$ cat config.mk
export PLATFORM = sky130hd
export DESIGN_NAME = bit_window_reader_flat
export DESIGN_NICKNAME = d
export VERILOG_FILES = /design/src/rtl/bitrdr_pkg.sv /design/src/rtl/bit_window_reader_if.sv /design/src/rtl/bitrdr_shift_merge.sv /design/src/rtl/bit_window_reader.sv /design/src/flat_wrapper.sv
export SDC_FILE = /design/constraint.sdc
export NUM_CORES = 1
export LEC_CHECK = 0
export CORE_UTILIZATION = 53
export CTS_BUF_LIST = sky130_fd_sc_hd__clkbuf_8
export CTS_CLUSTER_SIZE = 25
export DETAILED_ROUTE_END_ITERATION = 7
export PLACE_DENSITY = 0.86
export SYNTH_ARGS = -nofsm -noshare
export SYNTH_HDL_FRONTEND = slang
export SYNTH_SLANG_ARGS = --single-unit
$ cat constraint.sdc
create_clock -name clk -period 5.6 [get_ports clk]
set_clock_uncertainty 0.1 [all_clocks]
set_input_delay 1.4 -clock clk [delete_from_list [all_inputs] [get_ports clk]]
set_output_delay 1.4 -clock clk [all_outputs]
set_load 0.1 [all_outputs]
$ cat src/rtl/bitrdr_pkg.sv
// bitrdr_pkg: shared definitions for the bit window reader.
//   - state_e: reader states (PRIME, AVAIL, TAIL, DONE)
//   - sr_width / nw_width / cnt_width: derive shift-register, flush-count
//     and valid-bit-counter widths from the window width WIN_W.
package bitrdr_pkg;

  localparam logic [1:0] ST_PRIME = 2'd0;
  localparam logic [1:0] ST_AVAIL = 2'd1;
  localparam logic [1:0] ST_TAIL  = 2'd2;
  localparam logic [1:0] ST_DONE  = 2'd3;

  typedef enum logic [1:0] {
    PRIME = ST_PRIME,
    AVAIL = ST_AVAIL,
    TAIL  = ST_TAIL,
    DONE  = ST_DONE
  } state_e;

  // Shift register holds one full window plus one pending byte.
  function automatic int sr_width(input int win_w);
    return win_w + 8;
  endfunction

  // Width of the flush-count command (0..WIN_W).
  function automatic int nw_width(input int win_w);
    return $clog2(win_w + 1);
  endfunction

  // Width of the valid-bit counter (0..SR_W).
  function automatic int cnt_width(input int win_w);
    return $clog2(win_w + 9);
  endfunction

endpackage

$ cat src/rtl/bit_window_reader_if.sv
// bit_window_reader_if: stream/command/result bundle of the bit window reader.
//   Byte input  : in_valid, in_ready, in_data[7:0], in_last
//   Flush cmd   : flush_valid, flush_ready, flush_n[NW-1:0]
//   Align cmd   : align_valid, align_ready
//   Results     : win[WIN_W-1:0], win_valid, done, err, bits_consumed[31:0]
// master drives the commands and bytes; slave is the reader itself.
interface bit_window_reader_if #(
  parameter int WIN_W = 32
) ();
  import bitrdr_pkg::*;

  localparam int NW = nw_width(WIN_W);

  logic             in_valid;
  logic             in_ready;
  logic [7:0]       in_data;
  logic             in_last;
  logic             flush_valid;
  logic             flush_ready;
  logic [NW-1:0]    flush_n;
  logic             align_valid;
  logic             align_ready;
  logic [WIN_W-1:0] win;
  logic             win_valid;
  logic             done;
  logic             err;
  logic [31:0]      bits_consumed;

  modport master (
    output in_valid, in_data, in_last, flush_valid, flush_n, align_valid,
    input  in_ready, flush_ready, align_ready, win, win_valid, done, err,
           bits_consumed
  );

  modport slave (
    input  in_valid, in_data, in_last, flush_valid, flush_n, align_valid,
    output in_ready, flush_ready, align_ready, win, win_valid, done, err,
           bits_consumed
  );

endinterface

$ cat src/rtl/bitrdr_shift_merge.sv
// bitrdr_shift_merge: combinational datapath of the bit window reader.
//   sr_i/cnt_i        : current MSB-aligned shift register and valid-bit count
//   shift_i           : bits to discard this cycle (already clamped, <= cnt_i)
//   byte_i/byte_en_i  : byte to append behind the remaining valid bits
//   sr_next_o/cnt_next_o : resulting register contents and count
// The shift is applied first, the byte is then placed directly below the
// surviving valid bits.
module bitrdr_shift_merge
  import bitrdr_pkg::*;
#(
  parameter int WIN_W = 32
) (
  input  logic [sr_width(WIN_W)-1:0]  sr_i,
  input  logic [cnt_width(WIN_W)-1:0] cnt_i,
  input  logic [cnt_width(WIN_W)-1:0] shift_i,
  input  logic [7:0]                  byte_i,
  input  logic                        byte_en_i,
  output logic [sr_width(WIN_W)-1:0]  sr_next_o,
  output logic [cnt_width(WIN_W)-1:0] cnt_next_o
);

  localparam int SR_W = sr_width(WIN_W);
  localparam int CW   = cnt_width(WIN_W);

  logic [SR_W-1:0] sr_sh_s;
  logic [SR_W-1:0] ins_s;
  logic [CW-1:0]   cnt_sh_s;

  // Shift out consumed bits, then OR the new byte in below the remaining bits.
  always_comb begin
    sr_sh_s  = sr_i << shift_i;
    cnt_sh_s = cnt_i - shift_i;
    // Top-aligned byte moved down by cnt' equals byte << (SR_W-8-cnt').
    ins_s    = {byte_i, {(SR_W-8){1'b0}}} >> cnt_sh_s;
    if (byte_en_i) begin
      sr_next_o  = sr_sh_s | ins_s;
      cnt_next_o = cnt_sh_s + CW'(4'd8);
    end else begin
      sr_next_o  = sr_sh_s;
      cnt_next_o = cnt_sh_s;
    end
  end

endmodule

$ cat src/rtl/bit_window_reader.sv
// bit_window_reader: presents the next WIN_W bits of a byte stream (MSB
// first) and consumes them on flush/align commands.
//   clk, rst : clock and synchronous active-high reset
//   bus      : bit_window_reader_if.slave (byte input, flush/align commands,
//              window, status and consumed-bit counter)
// Optional feature macro: BITRDR_ALIGN_EN enables the align-to-byte command;
// without it align_ready is 0 and align_valid is ignored.
// Ready signals depend on registered state only, except align_ready which
// yields to a concurrent flush request.
module bit_window_reader
  import bitrdr_pkg::*;
#(
  parameter int WIN_W = 32
) (
  input  logic                clk,
  input  logic                rst,
  bit_window_reader_if.slave  bus
);

  localparam int SR_W = sr_width(WIN_W);
  localparam int NW   = nw_width(WIN_W);
  localparam int CW   = cnt_width(WIN_W);
  localparam logic [CW-1:0] WIN_C = CW'(WIN_W);

  logic [SR_W-1:0] sr_q, sr_d;
  logic [CW-1:0]   cnt_q, cnt_d;
  state_e          state_q, state_d;
  logic            err_q, err_d;
  logic [31:0]     bc_q, bc_d;

  logic            in_ready_s;
  logic            win_valid_s;
  logic            align_ready_s;
  logic            byte_acc_s;
  logic            flush_acc_s;
  logic            align_acc_s;
  logic            over_s;
  logic [CW-1:0]   fn_s;
  logic [CW-1:0]   n_win_s;
  logic [CW-1:0]   n_s;
  logic [CW-1:0]   shift_s;
  logic [SR_W-1:0] sr_m_s;
  logic [CW-1:0]   cnt_m_s;

  assign win_valid_s = (state_q == AVAIL) || (state_q == TAIL);
  assign in_ready_s  = ((state_q == PRIME) || (state_q == AVAIL)) && (cnt_q <= WIN_C);
  assign byte_acc_s  = bus.in_valid && in_ready_s;
  assign flush_acc_s = bus.flush_valid && win_valid_s;

`ifdef BITRDR_ALIGN_EN
  assign align_ready_s = win_valid_s && !bus.flush_valid;
  assign align_acc_s   = bus.align_valid && align_ready_s;
`else
  logic unused_align_s;
  assign unused_align_s = bus.align_valid;
  assign align_ready_s  = 1'b0;
  assign align_acc_s    = 1'b0;
`endif

  // Clamp the flush amount and choose this cycle's shift (flush beats align).
  always_comb begin
    fn_s = CW'(bus.flush_n);
    if (fn_s > WIN_C) begin
      over_s  = 1'b1;
      n_win_s = WIN_C;
    end else begin
      over_s  = 1'b0;
      n_win_s = fn_s;
    end
    // Only reachable in TAIL: the stream ran short, clamp without error.
    n_s = (n_win_s > cnt_q) ? cnt_q : n_win_s;
    if (flush_acc_s) begin
      shift_s = n_s;
    end else if (align_acc_s) begin
      shift_s = {{(CW-3){1'b0}}, cnt_q[2:0]};
    end else begin
      shift_s = '0;
    end
  end

  bitrdr_shift_merge #(
    .WIN_W (WIN_W)
  ) u_merge (
    .sr_i       (sr_q),
    .cnt_i      (cnt_q),
    .shift_i    (shift_s),
    .byte_i     (bus.in_data),
    .byte_en_i  (byte_acc_s),
    .sr_next_o  (sr_m_s),
    .cnt_next_o (cnt_m_s)
  );

  // Next-state: datapath result, sticky error, consumed count and FSM.
  always_comb begin
    sr_d    = sr_m_s;
    cnt_d   = cnt_m_s;
    err_d   = err_q | (flush_acc_s & over_s);
    bc_d    = bc_q + 32'(shift_s);
    state_d = state_q;
    case (state_q)
      PRIME, AVAIL: begin
        if (byte_acc_s && bus.in_last) begin
          state_d = TAIL;
        end else if (cnt_m_s >= WIN_C) begin
          state_d = AVAIL;
        end else begin
          state_d = PRIME;
        end
      end
      TAIL: begin
        if (cnt_m_s == '0) begin
          state_d = DONE;
        end else begin
          state_d = TAIL;
        end
      end
      DONE:    state_d = DONE;
      default: state_d = PRIME;
    endcase
  end

  // State registers with synchronous reset taking priority over handshakes.
  always_ff @(posedge clk) begin
    if (rst) begin
      sr_q    <= '0;
      cnt_q   <= '0;
      state_q <= PRIME;
      err_q   <= 1'b0;
      bc_q    <= 32'd0;
    end else begin
      sr_q    <= sr_d;
      cnt_q   <= cnt_d;
      state_q <= state_d;
      err_q   <= err_d;
      bc_q    <= bc_d;
    end
  end

  assign bus.win           = sr_q[SR_W-1 -: WIN_W];
  assign bus.win_valid     = win_valid_s;
  assign bus.in_ready      = in_ready_s;
  assign bus.flush_ready   = win_valid_s;
  assign bus.align_ready   = align_ready_s;
  assign bus.done          = (state_q == DONE);
  assign bus.err           = err_q;
  assign bus.bits_consumed = bc_q;

endmodule
$ cat src/flat_wrapper.sv
// flat-port wrapper written by rule: the top's interface ports become plain ports
module bit_window_reader_flat import bitrdr_pkg::*;
#(
  parameter int WIN_W = 32
)
  (clk, rst, bus_in_valid, bus_in_data, bus_in_last, bus_flush_valid, bus_flush_n, bus_align_valid, bus_in_ready, bus_flush_ready, bus_align_ready, bus_win, bus_win_valid, bus_done, bus_err, bus_bits_consumed);
  bit_window_reader_if #(.WIN_W(WIN_W)) bus_i ();
  input  logic clk;
  input  logic rst;
  input wire logic [$bits(bus_i.in_valid)-1:0] bus_in_valid;
  input wire logic [$bits(bus_i.in_data)-1:0] bus_in_data;
  input wire logic [$bits(bus_i.in_last)-1:0] bus_in_last;
  input wire logic [$bits(bus_i.flush_valid)-1:0] bus_flush_valid;
  input wire logic [$bits(bus_i.flush_n)-1:0] bus_flush_n;
  input wire logic [$bits(bus_i.align_valid)-1:0] bus_align_valid;
  output wire logic [$bits(bus_i.in_ready)-1:0] bus_in_ready;
  output wire logic [$bits(bus_i.flush_ready)-1:0] bus_flush_ready;
  output wire logic [$bits(bus_i.align_ready)-1:0] bus_align_ready;
  output wire logic [$bits(bus_i.win)-1:0] bus_win;
  output wire logic [$bits(bus_i.win_valid)-1:0] bus_win_valid;
  output wire logic [$bits(bus_i.done)-1:0] bus_done;
  output wire logic [$bits(bus_i.err)-1:0] bus_err;
  output wire logic [$bits(bus_i.bits_consumed)-1:0] bus_bits_consumed;
  assign bus_i.in_valid = bus_in_valid;
  assign bus_i.in_data = bus_in_data;
  assign bus_i.in_last = bus_in_last;
  assign bus_i.flush_valid = bus_flush_valid;
  assign bus_i.flush_n = bus_flush_n;
  assign bus_i.align_valid = bus_align_valid;
  assign bus_in_ready = bus_i.in_ready;
  assign bus_flush_ready = bus_i.flush_ready;
  assign bus_align_ready = bus_i.align_ready;
  assign bus_win = bus_i.win;
  assign bus_win_valid = bus_i.win_valid;
  assign bus_done = bus_i.done;
  assign bus_err = bus_i.err;
  assign bus_bits_consumed = bus_i.bits_consumed;
  bit_window_reader #(.WIN_W(WIN_W)) u_core (.clk(clk), .rst(rst), .bus(bus_i));
endmodule
==> results.txt <==
- CTS Root Cell: sky130_fd_sc_hd__clkbuf_8
- Entering global routing, the biggest net connects 75 pins.
* Clock tree from TritonCTS: yes
- Wires add up to 24200 µm.
- The design draws 0.00469 W.
- Global-route wire length before repair: between 30000 and 40000 µm
- Vias post-DR: 7616
* Yosys synthesis warning count: 0
* Number of port buffers: 87
* Register bit count reported by yosys: between 80 and 90
- Actual transition at the worst max-transition pin: 1.02 ns
- The flow ran to the end, and the final reports show no timing, DRC or antenna violations.
- Upper clock frequency limit: roughly 180 MHz
- Initial antenna violation count: 0
- Worst relative slew slack: 0.319
* Vertical die dimension: roughly 120 µm
- Number of different library cells in the post-synthesis netlist: 84
- CP required: 5.83 ns
- Number of max-capacitance violations reported: 0
- The startpoint identified for the worst register-to-register timing path is u_core.cnt_q[1]$_SDFF_PP0_.
- Drt first-iter violations: 819
- Fraction of the mapped netlist area in compound gates: 0.217
- GRT Resource Usage Total: 0.351
- STA classifies the critical path startpoint as an input pin.
- In this run the remaining antenna-violating nets after routing total 0.
- Highest ir drop seen on vdd: 0.412 mV
* Net count, final: 1056
* Number of diodes: 0
* Placed Cells incl. Taps: 1172
* Number of synthesized flops with an enable pin: 0
* Sequential element share of the synthesized area: 0.228
- Drc violations: 0
- Mean cell area of the mapped netlist: 8.02 µm²
- Setup violations remaining at the end of the flow were counted as 0.
* Post-route core utilization: 0.689
- Of the total synthesized cell area, the portion taken by XOR and XNOR cells is 0.0469.
- Netlist area before placement: 7100 µm²
- PnR worst setup slack: roughly 0.17 ns
- Among all flip-flop cells after synthesis, the most frequent one is sky130_fd_sc_hd__dfxtp_1.
* Average routed wire per standard cell: 20.4 µm
* Inserted Clock Buffers: 9
- Classification of the worst setup path: input pin to flop
- Power density over the cells: 532 nW/µm²
* Combinational family with the most area after synthesis: compound AO/OA/AOI/OAI gates
* Initial core utilization: 0.554
- Total congestion overflow after global routing: 0
- Dividing the final minimum period by the clock period gives 0.969.
- Count of hold buffers inserted by post-cts repair: 0
* Hold Vio Cnt, Final: 0
- The die covers 13900 µm².
- HPWL after DPL: 18100 µm
- At the later pin of the worst-skew pair, clock insertion delay measures 0.40 ns.
- The count of cells in the finished layout, fillers not included, comes to roughly 1200.
- Standby leakage power: 3.37 nW
- The critical path starts at bus_flush_n[4].
* Sinks on Clock Net: 81
- Clock transition at the register clock pins on the worst setup and hold paths after CTS: 0.09 ns
* Post-layout minimum cycle time: between 5 and 6 ns
* Std-Cell Core Area: approximately 13000 µm²
- At the end of routability-driven placement, the weighted congestion stood at between 1 and 1.5.
- Share of async-settable or async-resettable flops after synthesis: 0
- The tightest hold path in the finished design has a slack of 0.393 ns.
* Class of the most critical hold timing path: flop to flop
- IO Pins: 90
- Via-per-instance ratio: roughly 6.4
- For the worst setup path, the data arrival time is 5.65 ns.
- Worst Setup Slack post-DPL: -0.463 ns
- Site row count: roughly 40
- First-pass detailed-route iteration total: 7
- The H-tree was split into 3 levels.
- Total count of max-transition violations in the final report: 0
- Of the total synthesized cell area, the portion taken by AND, OR, NAND and NOR gates is 0.217.
- Via count of the first global-routing pass: 7212
- Of the total synthesized cell area, the portion taken by full adders, half adders and majority gates is 0.0444.
- Setup crit end kind: flop
- In this run the worst path has a maximum fanout of 7.
- Compared with the post-synthesis result, the final layout area differs by 24.4%.
- Horiz. Die Dim: approximately 120 µm
- Nets in the synthesized netlist: 929
- Fraction of layout cells with a size suffix above 1: 0.185
* Cell count after synthesis: 885
- Clk buf depth: 2
* Mux share of post-synthesis cell area: 0.159
* Startpoint of the most critical hold path: u_core.bus.err$_SDFF_PP0_
[cell families (layout without fill, tap and decap cells)]
group,Yosys count,count (layout)
AND/OR/NAND/NOR,324,324
AO/OA/AOI/OAI,224,224
buffers and inverters,108,240
multiplexers,85,85
flip-flops,81,81
XOR/XNOR,38,38
adder cells (fa/ha/maj),24,24
other,1,1
[cell usage after synthesis (5+ instances only)]
cell / number / share of area
sky130_fd_sc_hd__a21o_1: 7 / 0.0074
sky130_fd_sc_hd__mux2i_1: 54 / 0.076
sky130_fd_sc_hd__dfxtp_1: 81 / 0.23
sky130_fd_sc_hd__o22ai_1: 13 / 0.011
sky130_fd_sc_hd__a31oi_1: 10 / 0.0088
sky130_fd_sc_hd__nor3_1: 21 / 0.015
sky130_fd_sc_hd__buf_4: 35 / 0.037
sky130_fd_sc_hd__a32o_1: 5 / 0.0070
sky130_fd_sc_hd__nand2_1: 79 / 0.042
sky130_fd_sc_hd__nor4_1: 5 / 0.0044
sky130_fd_sc_hd__clkbuf_1: 31 / 0.016
sky130_fd_sc_hd__a21oi_1: 55 / 0.039
sky130_fd_sc_hd__and3_1: 7 / 0.0062
sky130_fd_sc_hd__buf_6: 5 / 0.0079
sky130_fd_sc_hd__nor2_1: 100 / 0.053
sky130_fd_sc_hd__o21ai_0: 33 / 0.023
sky130_fd_sc_hd__nand4_1: 19 / 0.017
sky130_fd_sc_hd__ha_1: 22 / 0.039
sky130_fd_sc_hd__buf_2: 8 / 0.0056
sky130_fd_sc_hd__nand2b_1: 5 / 0.0044
sky130_fd_sc_hd__a221oi_1: 5 / 0.0062
sky130_fd_sc_hd__xnor2_1: 15 / 0.019
sky130_fd_sc_hd__nand3_1: 40 / 0.028
sky130_fd_sc_hd__and2_1: 17 / 0.015
sky130_fd_sc_hd__o2bb2ai_1: 5 / 0.0062
sky130_fd_sc_hd__nor2b_1: 11 / 0.0097
sky130_fd_sc_hd__mux4_2: 17 / 0.054
sky130_fd_sc_hd__xor2_1: 23 / 0.028
sky130_fd_sc_hd__mux2_2: 8 / 0.013
sky130_fd_sc_hd__o211ai_1: 6 / 0.0063
sky130_fd_sc_hd__inv_1: 18 / 0.0095
sky130_fd_sc_hd__a211oi_1: 8 / 0.0085
sky130_fd_sc_hd__a22oi_1: 17 / 0.018
[area by class of cell]
class	count	area [µm²]
clock inverter	7	85.1
fill	1057	3990
sequential	81	1620
tap	172	215
multi-input combinational	696	4930
inverter	22	90.1
timing repair buffer	202	1770
clock buffer	9	124
[flip-flops by register name, indices dropped and copies added, names as in the netlist]
register / cells
u_core.sr_q: 40
u_core.cnt_q: 6
u_core.state_q: 2
u_core.bus.err: 1
u_core.bus.bits_consumed: 32
[worst max-delay path, cell delays in order]
cell and delay [ns]:
sky130_fd_sc_hd__clkdlybuf4s50_1 0.44, sky130_fd_sc_hd__nor2b_1 0.16, sky130_fd_sc_hd__ha_1 0.33, sky130_fd_sc_hd__nand4_1 0.15, sky130_fd_sc_hd__nor2_1 0.18, sky130_fd_sc_hd__a31o_1 0.18, sky130_fd_sc_hd__mux2_4 0.35, sky130_fd_sc_hd__inv_8 0.06
sky130_fd_sc_hd__ha_1 0.20, sky130_fd_sc_hd__fa_2 0.50, sky130_fd_sc_hd__buf_4 0.18, sky130_fd_sc_hd__mux2i_1 0.14, sky130_fd_sc_hd__nand2_1 0.09, sky130_fd_sc_hd__o21ai_1 0.08, sky130_fd_sc_hd__or2_2 0.30, sky130_fd_sc_hd__o21ai_0 0.47
sky130_fd_sc_hd__a32oi_1 0.14, sky130_fd_sc_hd__o221ai_1 0.11, sky130_fd_sc_hd__a22o_1 0.18
[per-layer routing]
layer	share of wire	wire length, µm	up-vias	track usage
met1	0.41	10000	3543	0.467
li1	-	-	3493	-
met3	0.096	2340	85	0.0606
met4	0.042	1010	0	0.171
met2	0.45	10900	495	0.550
met5	0	0	-	0
[layout by cell type, fill, tap and decap left out, types with 5 or more instances in the layout]
| master | n |
|---|---|
| sky130_fd_sc_hd__a211oi_1 | 8 |
| sky130_fd_sc_hd__o21ai_0 | 32 |
| sky130_fd_sc_hd__and2_1 | 17 |
| sky130_fd_sc_hd__xnor2_1 | 13 |
| sky130_fd_sc_hd__buf_4 | 112 |
| sky130_fd_sc_hd__nor2b_1 | 11 |
| sky130_fd_sc_hd__and3_1 | 7 |
| sky130_fd_sc_hd__nand3_1 | 39 |
| sky130_fd_sc_hd__inv_1 | 18 |
| sky130_fd_sc_hd__mux2i_1 | 54 |
| sky130_fd_sc_hd__a21oi_1 | 54 |
| sky130_fd_sc_hd__a22oi_1 | 17 |
| sky130_fd_sc_hd__o22ai_1 | 13 |
| sky130_fd_sc_hd__nor4_1 | 5 |
| sky130_fd_sc_hd__nor2_1 | 100 |
| sky130_fd_sc_hd__clkdlybuf4s50_1 | 85 |
| sky130_fd_sc_hd__o21ai_1 | 5 |
| sky130_fd_sc_hd__nand2_1 | 78 |
| sky130_fd_sc_hd__o211ai_1 | 6 |
| sky130_fd_sc_hd__a31oi_1 | 9 |
| sky130_fd_sc_hd__a32o_1 | 5 |
| sky130_fd_sc_hd__dfxtp_1 | 81 |
| sky130_fd_sc_hd__clkbuf_8 | 9 |
| sky130_fd_sc_hd__nand2b_1 | 5 |
| sky130_fd_sc_hd__nor3_1 | 20 |
| sky130_fd_sc_hd__mux4_2 | 17 |
| sky130_fd_sc_hd__mux2_2 | 8 |
| sky130_fd_sc_hd__nand4_1 | 19 |
| sky130_fd_sc_hd__xor2_1 | 22 |
| sky130_fd_sc_hd__ha_1 | 22 |
| sky130_fd_sc_hd__a21o_1 | 7 |
[worst paths after layout]
check                                                  end  slack, ns  cells after the start
worst min-delay path             u_core.bus.err$_SDFF_PP0_       0.39                      2
worst min register to register   u_core.bus.err$_SDFF_PP0_       0.39                      2
worst max register to register  u_core.sr_q[28]$_SDFF_PP0_       1.12                     18
worst max-delay path            u_core.sr_q[28]$_SDFF_PP0_       0.17                     19
[power breakdown]
part           switching [W]  total, W  internal [W]  leakage (nW)
Sequential          0.000129  0.000817      0.000688         0.656
Clock               0.000259  0.000475      0.000215         0.107
Combinational        0.00214   0.00340       0.00127          2.60
[through the flow]
step	setup TNS, ns	area [µm²]
2_1_floorplan	0	7110
3_3_place_gp	-4.43	8540
3_5_place_dp	-12.23	8540
4_1_cts	0	8750
5_1_grt	-0.00870	8830
6_report	0	8830
[repair_timing]
action,in CTS,in global routing
gates resized for setup,2,12
pin swaps,0,1
endpoints found under the setup margin,4,42
cloned,0,0
setup buffers,0,1
Power figures use the tool's default switching activity.
